`src/rtl/button_press_classifier.sv`:
```
// Classifies a debounced button into short/long/auto-repeat pulses; pulses are 1 cycle, 1 cycle after the deciding input, no backpressure.
// Optional auto-repeat in the long-hold state is enabled by defining BUTTON_REPEAT_EN.
module button_press_classifier #(
    parameter int LONG_TICKS   = 1024,
    parameter int REPEAT_TICKS = 256,
    parameter int CNT_W        = 11
) (
    input  logic i_Clock,
    input  logic i_Reset,
    input  logic i_Button,
    input  logic i_Enable_Tick,
    output logic o_Short_Press,
    output logic o_Long_Press,
    output logic o_Repeat,
    output logic o_Held
);

    localparam logic [1:0] S_IDLE  = 2'd0;
    localparam logic [1:0] S_SHORT = 2'd1;
    localparam logic [1:0] S_LONG  = 2'd2;

    localparam logic [CNT_W-1:0] LONG_LAST = CNT_W'(LONG_TICKS - 1);
    localparam logic [CNT_W-1:0] REP_LAST  = CNT_W'(REPEAT_TICKS - 1);

    logic [1:0]       r_State;
    logic [CNT_W-1:0] r_Count;
    logic             r_Button_Prev;
    logic             r_Short;
    logic             r_Long;
    logic             r_Repeat;
    logic             r_Held;

    logic             w_Press;
    logic [CNT_W-1:0] w_Last;
    logic             w_At_Last;

    assign w_Press   = i_Button & ~r_Button_Prev;
    assign w_Last    = (r_State == S_LONG) ? REP_LAST : LONG_LAST;
    assign w_At_Last = (r_Count == w_Last);

    // r_Button_Prev resets to 1 so a button held through reset needs a fresh press.
    always_ff @(posedge i_Clock or posedge i_Reset) begin
        if (i_Reset) begin
            r_State       <= S_IDLE;
            r_Count       <= '0;
            r_Button_Prev <= 1'b1;
            r_Short       <= 1'b0;
            r_Long        <= 1'b0;
            r_Repeat      <= 1'b0;
            r_Held        <= 1'b0;
        end else begin
            r_Button_Prev <= i_Button;
            r_Short       <= 1'b0;
            r_Long        <= 1'b0;
            r_Repeat      <= 1'b0;
            case (r_State)
                S_IDLE: begin
                    if (w_Press) begin
                        r_State <= S_SHORT;
                        r_Held  <= 1'b1;
                        r_Count <= '0;
                    end
                end
                S_SHORT: begin
                    // Release takes priority over a coincident threshold tick.
                    if (!i_Button) begin
                        r_State <= S_IDLE;
                        r_Held  <= 1'b0;
                        r_Count <= '0;
                        r_Short <= 1'b1;
                    end else if (i_Enable_Tick) begin
                        if (w_At_Last) begin
                            r_State <= S_LONG;
                            r_Count <= '0;
                            r_Long  <= 1'b1;
                        end else begin
                            r_Count <= r_Count + 1'b1;
                        end
                    end
                end
                S_LONG: begin
                    if (!i_Button) begin
                        r_State <= S_IDLE;
                        r_Held  <= 1'b0;
                        r_Count <= '0;
`ifdef BUTTON_REPEAT_EN
                    end else if (i_Enable_Tick) begin
                        if (w_At_Last) begin
                            r_Count  <= '0;
                            r_Repeat <= 1'b1;
                        end else begin
                            r_Count <= r_Count + 1'b1;
                        end
`else
                    end else begin
                        r_Count <= '0;
`endif
                    end
                end
                default: begin
                    r_State <= S_IDLE;
                    r_Held  <= 1'b0;
                    r_Count <= '0;
                end
            endcase
        end
    end

    assign o_Short_Press = r_Short;
    assign o_Long_Press  = r_Long;
    assign o_Held        = r_Held;
`ifdef BUTTON_REPEAT_EN
    assign o_Repeat      = r_Repeat;
`else
    assign o_Repeat      = 1'b0;
`endif

endmodule
```
`config.mk`:
```
export PLATFORM = sky130hd
export DESIGN_NAME = button_press_classifier
export DESIGN_NICKNAME = d
export VERILOG_FILES = /design/src/rtl/button_press_classifier.sv
export SDC_FILE = /design/constraint.sdc
export NUM_CORES = 1
export LEC_CHECK = 0
export CAP_MARGIN = 20
export CORE_MARGIN = 8
export CORE_UTILIZATION = 51
export CTS_BUF_LIST = sky130_fd_sc_hd__clkbuf_8
export CTS_CLUSTER_DIAMETER = 150
export DETAILED_ROUTE_END_ITERATION = 12
export PLACE_DENSITY = 0.71
export SETUP_SLACK_MARGIN = 0.2
export SLEW_MARGIN = 40
export SYNTH_ARGS = -nofsm -noshare
export SYNTH_HDL_FRONTEND = slang
export SYNTH_SLANG_ARGS = --single-unit
export TNS_END_PERCENT = 100
```
`constraint.sdc`:
```
create_clock -name i_Clock -period 1.9 [get_ports i_Clock]
set_input_delay 0.57 -clock i_Clock [delete_from_list [all_inputs] [get_ports i_Clock]]
set_output_delay 0.57 -clock i_Clock [all_outputs]
set_load 0.05 [all_outputs]
```
==> impl_metrics.py <==
metrics = {
    "clocking": {
        "cts_hold_buffers": 0,
        "clk_latency_ps": 250,
        "cts.sinks": 17,
        "root_buffer": "clkbuf_8",
        "htree_levels": 1,
        "cts_buffer_depth": 2,
        "clkTransAtPathRegs_ps": 60,
        "cts_buffers": 3,
        "cts_tree": "done",
    },
    "critical_path": {
        "critical_path_class": "reg -> reg",
        "critPathMaxFanout": 4,
        "crit_path_end_kind": "flop",
        "reg2reg_slack_ps": 130,
        "required_ps": 2080,
        "arrival_ps": 1950,
        "worst_setup_path_start_kind": "flop",
    },
    "sta": {
        "max_freq_mhz": 563.8,
        "drv_slew": 0,
        "layout_setup_ws_ps": 126.5,
        "fin_skew_ps": 3.309,
        "finalCriticalPeriod_ps": 1774,
        "rsz0062_at_grt": "yes",
        "period_share_pct": 93.34,
        "setup_violations": 0,
        "hold_violations": 0,
    },
    "power": {
        "power_density_nw_per_um2": 935.1,
        "p_leak_uw": 0.0006175,
        "vdd_ir_drop_max_v": 0.0008750,
    },
    "drt": {
        "drc": 0,
        "first_pass_iters": 4,
        "vias": 1009,
        "viasPerCell": 6.152,
        "totalWireLength_um": 2950,
        "first_iter_violations": 62,
        "ant_nets": 0,
        "wl_per_cell_um": 17.99,
    },
    "place": {
        "routabilityCongestion": 0.8811,
        "port_buffers": 6,
        "hpwl_um": 1814,
        "dpl_cell_area_um2": 1191,
        "place_ws_ps": -310.4,
    },
    "logic_synthesis": {
        "ys_seq_area_share_pct": 43.06,
        "synthTopCellsByArea": "dfrtp_1 (40%), ha_1 (5.1%), a21oi_1 (4.0%)",
        "ys_seq_elements": 17,
        "async_reset_ff_share_pct": 100.0,
        "synth_nets": 113,
        "synth_flop_cell": "dfrtp_1",
        "synth_top_area_share_pct": 40.40,
        "yosysMostFrequentCell": "dfrtp_1",
        "yosys_warnings": 0,
        "synth_edf_count": 0,
        "synth_area_um2": 991.0,
        "synth_top_cell_by_area": "dfrtp_1",
        "synth_common_cells": "dfrtp_1 (16), a21oi_1 (8), nand2_1 (8), inv_1 (7), o21ai_0 (7)",
        "avgSynthCellArea_um2": 9.438,
        "syn_inst": 105,
        "ys_types": 37,
    },
    "hold_path": {
        "hp-class": "reg -> reg",
    },
    "floorplan": {
        "die_w_um": 60.08,
        "die_h_um": 60.08,
        "core_um2": 1902,
        "pin_count": 8,
        "die_area_um2": 3610,
        "rows": 16,
        "initial_core_util_pct": 52.11,
    },
    "final_layout": {
        "fin_area_um2": 1415,
        "drive_gt1_share_pct": 37.96,
        "nNetsFinal": 146,
        "area_growth_pct": 42.80,
        "num_antenna_cells": 0,
    },
    "grt": {
        "grt_pass1_vias": 1015,
        "grt_overflow": 0,
        "grt_max_degree": 11,
        "antenna_found_initial": 0,
        "grt_pass1_wl_um": 4443,
        "grt_use_total_pct": 16.29,
    },
    "outcome": {
        "status": "complete, no violations",
    },
    "job": {
        "cap_violations": 0,
    },
}
==> per-stage QoR <==
stage               utilization (%)  TNS (ps)  hold WS (ps)  std cells  power [uW]
floorplan                         -         0         476.1        105       725.2
global placement              62.63     -2022         494.0        152       907.1
detailed placement            62.63     -2375         511.8        152       919.6
CTS                           68.29         0         532.4        160        1228
global route                  74.41         0         539.0        164        1396
finish                        74.41         0         514.9        164        1323
==> logic make-up (layout without fill, tap and decap cells) <==
group / after synthesis / after routing / share of synthesized area, %
other: 1 / 1 / 0.3784
buffers and inverters: 10 / 42 / 4.293
and+or+nand+nor: 39 / 39 / 23.74
adders and majority gates: 4 / 4 / 5.051
xor gates and xnor gates: 2 / 2 / 1.768
DFF: 17 / 17 / 43.06
AOI/OAI and AO/OA: 29 / 29 / 18.69
muxes: 3 / 3 / 3.030
==> power by group <==
part / total, uW / internal, uW / switching, uW
logic: 605 / 266 / 338
registers: 449 / 406 / 43.7
clock network: 269 / 144 / 126
total: 1320 / 816 / 508
==> cell usage in the layout, fill, tap and decap left out, drive strengths merged, types with 2 or more instances in the layout <==
cell type    instances
xnor2                2
nand4                2
dlygate4sd2          2
a211oi               3
nand4b               2
mux2i                3
nand2                8
o31ai                4
o211ai               2
and3b                2
nor2                 5
inv                  8
dfrtp               16
nor2b                2
buf                 28
clkbuf               3
nand3                5
and4                 2
o21ai                7
ha                   4
a21oi                8
or4                  3
==> layout make-up <==
class                           count  area [um2]
Timing Repair Buffer               31       245.2
Clock buffer                        3       41.29
Sequential cell                    17       427.9
Inverter                            7       26.28
Multi-Input combinational cell     78       636.9
Tap cell                           27       33.78
Fill cell                         134       486.7
Clock inverter                      1       3.754
==> layer usage <==
layer  routed length [um]  GRT usage (%)  vias up
met5                    0              0        -
met4                  124          11.56        0
met3                  172          3.226       15
met2                 1480          28.77       46
met1                 1172          16.65      495
li1                     -              -      453
==> worst max-delay path, stage by stage, from the launching register on <==
cell,delay (ps)
dfrtp_2,450
ha_4,170
and3b_1,200
buf_4,160
a211oi_2,250
buf_4,170
nand3b_1,110
a21oi_2,180
==> path summary, 6_finish.rpt <==
path	startpoint	endpoint	cells after the start
worst min register to register	r_Count[0]	r_Count[0]	1
worst max register to register	r_State[0]	r_Count[9]	7
min in group asynchronous	i_Reset	o_Long_Press	2
worst min-delay path	r_Count[0]	r_Count[0]	1
max in group asynchronous	i_Reset	r_Count[2]	3
worst max-delay path	r_State[0]	r_Count[9]	7
==> registers in the layout (all words and copies together) (netlist names) <==
name,flops
o_Held,1
o_Long_Press,1
o_Short_Press,1
r_Button_Prev,1
r_Count,11
r_State,2
==> what timing repair did <==
item | CTS | global route
gates resized for setup | 10 | 19
pin swaps | 7 | 3
buffers inserted | 4 | 4
endpoints found under the setup margin | 12 | 12
Note: power is estimated with default switching activity, not from simulation.
